`config.mk`:
```
export PLATFORM = sky130hd
export DESIGN_NAME = eth_rx_dispatcher
export DESIGN_NICKNAME = d
export VERILOG_FILES = /design/src/rtl/eth_rx_dispatcher.sv
export SDC_FILE = /design/constraint.sdc
export NUM_CORES = 1
export LEC_CHECK = 0
export CORE_AREA = 2 2 466 468
export DETAILED_ROUTE_END_ITERATION = 6
export DIE_AREA = 0 0 468 470
export HOLD_SLACK_MARGIN = 0.12
export PLACE_DENSITY = 0.37
export SLEW_MARGIN = 20
export SYNTH_ARGS = -nofsm -noshare
export SYNTH_HDL_FRONTEND = slang
export SYNTH_SLANG_ARGS = --single-unit
```
`constraint.sdc`:
```
create_clock -name clk -period 2.9 [get_ports clk]
set_input_delay 0.58 -clock clk [delete_from_list [all_inputs] [get_ports clk]]
set_output_delay 0.58 -clock clk [all_outputs]
set_load 0.02 [all_outputs]
```
`src/rtl/eth_rx_dispatcher.sv`:
```
// Packet-granular demux from the MAC RX Avalon-ST stream to NUM_NICS NIC RX ports.
// Whole frames are steered by destination MAC and pass through one registered output stage.
module eth_rx_dispatcher #(
  parameter int NUM_NICS    = 3,
  parameter int DEFAULT_NIC = 0
) (
  input  logic                    clk,
  input  logic                    reset_n,
  input  logic [255:0]            in_data,
  input  logic                    in_valid,
  input  logic                    in_sop,
  input  logic                    in_eop,
  input  logic [4:0]              in_empty,
  input  logic [5:0]              in_error,
  output logic                    in_ready,
  output logic [NUM_NICS*256-1:0] out_data,
  output logic [NUM_NICS-1:0]     out_valid,
  output logic [NUM_NICS-1:0]     out_sop,
  output logic [NUM_NICS-1:0]     out_eop,
  output logic [NUM_NICS*5-1:0]   out_empty,
  output logic [NUM_NICS*6-1:0]   out_error,
  input  logic [NUM_NICS-1:0]     out_ready,
  output logic [NUM_NICS*32-1:0]  pkt_cnt,
  output logic [15:0]             drop_cnt
);

  localparam int DW = (NUM_NICS > 1) ? $clog2(NUM_NICS) : 1;

  typedef enum logic {
    ST_IDLE   = 1'b0,
    ST_IN_PKT = 1'b1
  } state_t;

  state_t          state, state_nxt;
  logic [DW-1:0]   cur_dest;
  logic [DW-1:0]   sop_dest;
  logic [DW-1:0]   load_dest;
  logic [7:0]      mod_byte;
  logic            load;
  logic            load_sop;
  logic            drop;
  logic            accept;
  logic            dest_ready;

  logic            reg_v;
  logic [DW-1:0]   reg_dest;
  logic [255:0]    reg_data;
  logic            reg_sop;
  logic            reg_eop;
  logic [4:0]      reg_empty;
  logic [5:0]      reg_error;

  // Handshake: a beat moves when valid && ready on that side; valid never waits on ready.
  // The input may accept whenever the output register is empty or is draining this cycle.
  always_comb begin
    dest_ready = 1'b0;
    for (int i = 0; i < NUM_NICS; i++) begin
      if (reg_dest == DW'(i)) dest_ready = out_ready[i];
    end
  end

  assign in_ready = !reg_v || dest_ready;
  assign accept   = in_valid && in_ready;

  // Broadcast goes to the default NIC; otherwise the last dst MAC byte picks the port.
  assign mod_byte = in_data[215:208] % 8'(NUM_NICS);
  assign sop_dest = (&in_data[255:208]) ? DW'(DEFAULT_NIC) : DW'(mod_byte);

  always_ff @(posedge clk or negedge reset_n) begin
    if (!reset_n) state <= ST_IDLE;
    else          state <= state_nxt;
  end

  always_comb begin
    state_nxt = state;
    load      = 1'b0;
    load_sop  = 1'b0;
    load_dest = cur_dest;
    drop      = 1'b0;
    case (state)
      ST_IDLE: begin
        if (accept) begin
          if (in_sop) begin
            load      = 1'b1;
            load_sop  = 1'b1;
            load_dest = sop_dest;
            if (!in_eop) state_nxt = ST_IN_PKT;
          end else begin
            drop = 1'b1;
          end
        end
      end
      ST_IN_PKT: begin
        // A stray SOP inside a frame is treated as payload with its SOP flag stripped.
        if (accept) begin
          load = 1'b1;
          if (in_eop) state_nxt = ST_IDLE;
        end
      end
      default: state_nxt = ST_IDLE;
    endcase
  end

  always_ff @(posedge clk or negedge reset_n) begin
    if (!reset_n) begin
      cur_dest <= '0;
    end else if (load && load_sop) begin
      cur_dest <= sop_dest;
    end
  end

  always_ff @(posedge clk or negedge reset_n) begin
    if (!reset_n) begin
      reg_v     <= 1'b0;
      reg_dest  <= '0;
      reg_data  <= '0;
      reg_sop   <= 1'b0;
      reg_eop   <= 1'b0;
      reg_empty <= '0;
      reg_error <= '0;
    end else if (load) begin
      reg_v     <= 1'b1;
      reg_dest  <= load_dest;
      reg_data  <= in_data;
      reg_sop   <= load_sop;
      reg_eop   <= in_eop;
      reg_empty <= in_empty;
      reg_error <= in_error;
    end else if (reg_v && dest_ready) begin
      reg_v <= 1'b0;
    end
  end

  always_ff @(posedge clk or negedge reset_n) begin
    if (!reset_n) begin
      drop_cnt <= '0;
    end else if (drop && (drop_cnt != 16'hFFFF)) begin
      drop_cnt <= drop_cnt + 16'd1;
    end
  end

  // Every port sees the register contents; only the selected one gets valid.
  for (genvar g = 0; g < NUM_NICS; g++) begin : g_port
    logic [31:0] cnt_q;

    assign out_data[256*g +: 256] = reg_data;
    assign out_valid[g]           = reg_v && (reg_dest == DW'(g));
    assign out_sop[g]             = reg_sop;
    assign out_eop[g]             = reg_eop;
    assign out_empty[5*g +: 5]    = reg_empty;
    assign out_error[6*g +: 6]    = reg_error;
    assign pkt_cnt[32*g +: 32]    = cnt_q;

    always_ff @(posedge clk or negedge reset_n) begin
      if (!reset_n) begin
        cnt_q <= '0;
      end else if (out_valid[g] && out_ready[g] && reg_eop) begin
        cnt_q <= cnt_q + 32'd1;
      end
    end
  end

endmodule

```
==> key figures <==
Logic synthesis
  • Dominant combinational cell family by area after synthesis: buffers and inverters
  • Post-synthesis compound-gate area fraction: 0.0130
  • Largest area contributor in the synthesized netlist: sky130_fd_sc_hd__dfrtp_1
  • Cell area after technology mapping: approximately 20000 um2
  • EDFF count, synth: 0
  • XOR/XNOR Fraction of Synth Area: 0.0502
  • Multiplexer share of the synthesized area: 0.00356
  • Post-Syn Instances: around 2200
  • Synthesis Warnings: 0
  • Most frequent cell after synthesis: sky130_fd_sc_hd__nand2_1
  • Most numerous cell types in the synthesized netlist: sky130_fd_sc_hd__nand2_1, sky130_fd_sc_hd__buf_4, sky130_fd_sc_hd__dfrtp_1
  • Sequential element share of the synthesized area: 0.492
  • Share of flip-flops with an asynchronous set or reset after synthesis: 1.00
  • Top cell type's share of synthesized area: 0.492
  • Net Count, Synth: roughly 2500
  • Fraction of the mapped netlist area in simple logic gates: 0.214
  • Adder and majority cell fraction of the synthesized area: 0.00381
  • FF+latch count, synth: 387
  • Dominant cells by area after synthesis: sky130_fd_sc_hd__dfrtp_1, sky130_fd_sc_hd__buf_4, sky130_fd_sc_hd__nand2_1
  • Number of distinct library cells after synthesis: between 50 and 60
  • Synthesized area per cell: between 8 and 9 um2
  • Top_reg_cell synth: sky130_fd_sc_hd__dfrtp_1

Floorplanning
  • Top Ports: ~1200
  • Starting density of the core: 0.0913
  • Die X-Extent: approximately 470 um
  • Vertical die dimension: 470 um
  • # rows: approximately 170
  • Die Area: between 200000 and 250000 um2
  • Core Footprint: 216000 um2

STA
  • Remaining max-slew budget at the tightest pin: 0.531
  • Unrepaired setup endpoints after global routing: no
  • Time the final worst path needs with I/O delays and setup: 2810 ps
  • Final setup TNS: 0 ps
  • Worst slew pin tran: 701 ps
  • Final max-slew violation count: 0
  • Final setup viols: 0
  • Min Hold Slack: between 400 and 500 ps
  • Maximum clock frequency: 356 MHz
  • Worst clock skew on the final layout: 35.7 ps
  • Count of endpoints failing hold in the final timing report: 0
  • Final cycle utilization of the critical path: 0.969

Cells and area
  • Fraction of layout cells with a size suffix above 1: 0.0852
  • Number of nets at the end of the flow: 3257
  • Layout-stage area growth over the synthesis result: 72.4%
  • Post-Layout Inst Area: about 34000 um2

Place
  • Cell area after placement: between 30000 and 40000 um2
  • Number of port buffers: between 1000 and 1500
  • Placer's final routability congestion estimate: 0.839
  • Dpl hpwl: ~110000 um

Route
  • Antenna Nets Post-Route: 0
  • Overall routed net length: 125000 um
  • Drt drc: 0
  • Average wire per standard cell: between 20 and 25 um
  • Number of iterations in the first detailed-routing pass: 5
  • Vias: ~17000
  • Post-DR vias/cell: 2.92
  • Number of DRC markers in iteration 0: between 600 and 700

Setup path
  • Critical path class: primary input to flop
  • Total buffers and inverters traversed by the critical path: 2
  • Required time at the endpoint of the critical path: 3510 ps
  • Max incr delay on CP: roughly 540 ps
  • CP max-delay cell: sky130_fd_sc_hd__clkdlybuf4s50_1
  • Arrival time at the worst endpoint: roughly 3400 ps
  • Category of cells accounting for the largest share of critical-path delay: compound AO/OA/AOI/OAI gates
  • Ordered cell list for the critical path: clkdlybuf4s50_1 > buf_4 > or2b_1 > o21ai_0 > o21ai_1 > o211ai_2 > ha_2 > a2111oi_2 > or2_4 > ha_2 > a31o_4 > mux2_4 > a21oi_2
  • Highest net fanout along the worst path: 5
  • Startpoint Class: primary input
  • Library cell appearing most often on the critical path: sky130_fd_sc_hd__ha_2
  • Crit. End Element: flop

Power and ir drop
  • Maximum resistive drop on vdd: around 0.55 mV
  • Power per unit of standard cell area: 1250 nW/um2
  • Standby leakage power: about 14 nW
  • PnR Total Power: 0.0425 W

Global routing
  • Global-route wire length before repair: 163000 um
  • Number of antenna violations at the first check in global routing: 8
  • Largest net degree at the start of global routing: 57
  • Overflow after GRT: 0
  • Total track usage: 0.109
  • Via count of the first global-routing pass: about 18000

Clock tree
  • Worst-Skew Late Latency: just under 700 ps
  • Largest buffer count on any clock path: 3
  • Number of setup buffers added after CTS: 0
  • Number of clock sinks seen by CTS: roughly 390
  • Cts bufs inserted: 53
  • Total number of H-tree levels: 2
  • CTS Root Buffer Type: sky130_fd_sc_hd__clkbuf_16
  • CTS tree: done
  • CTS clk-pin slew, worst paths: ~60 ps

Run status
  • Status: completed

Run
  • Max cap viols: 0

Worst hold path
  • Worst min-delay path class: primary input to flop
-- flip-flops by register name, indices dropped and copies added (netlist names) --
register	flops
reg_v	1
state	1
reg_eop	1
reg_sop	1
reg_dest	2
reg_error	6
g_port.cnt_q	96
reg_empty	5
reg_data	256
cur_dest	2
drop_cnt	16
-- layout by cell type, fill, tap and decap left out, types with 11 or more instances in the layout --
| cell | netlist | routed |
|---|---|---|
| sky130_fd_sc_hd__and3_1 | 24 | 24 |
| sky130_fd_sc_hd__nand4_1 | 28 | 28 |
| sky130_fd_sc_hd__nor2_1 | 39 | 39 |
| sky130_fd_sc_hd__nand3_1 | 37 | 37 |
| sky130_fd_sc_hd__buf_4 | 543 | 129 |
| sky130_fd_sc_hd__nand2_1 | 861 | 861 |
| sky130_fd_sc_hd__dfrtp_1 | 387 | 385 |
| sky130_fd_sc_hd__inv_1 | 11 | 11 |
| sky130_fd_sc_hd__clkinv_2 | 0 | 11 |
| sky130_fd_sc_hd__clkbuf_16 | 0 | 53 |
| sky130_fd_sc_hd__clkdlybuf4s50_1 | 0 | 1175 |
| sky130_fd_sc_hd__xor2_1 | 31 | 31 |
| sky130_fd_sc_hd__clkbuf_1 | 35 | 12 |
| sky130_fd_sc_hd__buf_12 | 0 | 19 |
| sky130_fd_sc_hd__xnor2_1 | 80 | 80 |
-- through the flow --
| step | setup slack [ps] | utilization | instances |
|---|---|---|---|
| after global placement | -562 | 0.149 | 5774 |
| after floorplan | -12.2 | - | 2201 |
| after global routing | 16.8 | 0.157 | 5873 |
| after detailed placement | -585 | 0.149 | 5774 |
| final | 88.8 | 0.157 | 5880 |
| after CTS | 12.0 | 0.157 | 5872 |
-- path summary, 6_finish.rpt --
kind / startpoint / endpoint / slack (ps) / cells after the start
setup / recovery: in_data[213] / reg_dest[1] / 90 / 13
hold / removal: in_data[201] / reg_data[201] / 430 / 3
setup reg to reg: reg_dest[1] / g_port[1].cnt_q[31] / 420 / 9
hold reg to reg: g_port[0].cnt_q[31] / g_port[0].cnt_q[31] / 480 / 1
max in group asynchronous: reset_n / reg_data[90] / 1580 / 3
min in group asynchronous: reset_n / reg_empty[3] / 470 / 2
-- cell type report --
cell class              count  area [um2]
repair buffers           1328       13200
diodes                      8        20.0
clock inverters            23         302
inverters                  11        41.3
flip-flops and latches    387        9690
multi-input cells        1195        5660
fillers                 24395      182000
well taps                2854        3570
clock buffers              74        1500
-- power by group --
group          total, W  switching, W  internal (W)
Sequential       0.0112       0.00386       0.00730
Clock           0.00688       0.00283       0.00405
Combinational    0.0244        0.0137        0.0107
-- metal layers --
metal  track usage  routed length, um
met1         0.119              47700
met2         0.200              64000
met3        0.0319               8900
met4        0.0381               4400
met5             0                 33
-- kinds of logic (layout without fill, tap and decap cells) --
group / Yosys count / count (layout)
simple gates: 1034 / 1034
buf+inv: 619 / 1436
flops: 387 / 387
xor+xnor: 112 / 112
compound gates: 37 / 37
fa+ha+maj: 6 / 6
mux: 6 / 6
other cells: 0 / 8
-- worst min-delay path, stage by stage --
cell and delay [ps]:
sky130_fd_sc_hd__clkdlybuf4s50_1 400, sky130_fd_sc_hd__nand2_1 50, sky130_fd_sc_hd__nand2_1 40
-- what timing repair did --
action	CTS	global route
gates cloned	0	0
resized for setup	4	2
endpoints found under the hold margin	36	0
hold buffers	1	0
endpoints found under the setup margin	5	2
Power figures use the tool's default switching activity.
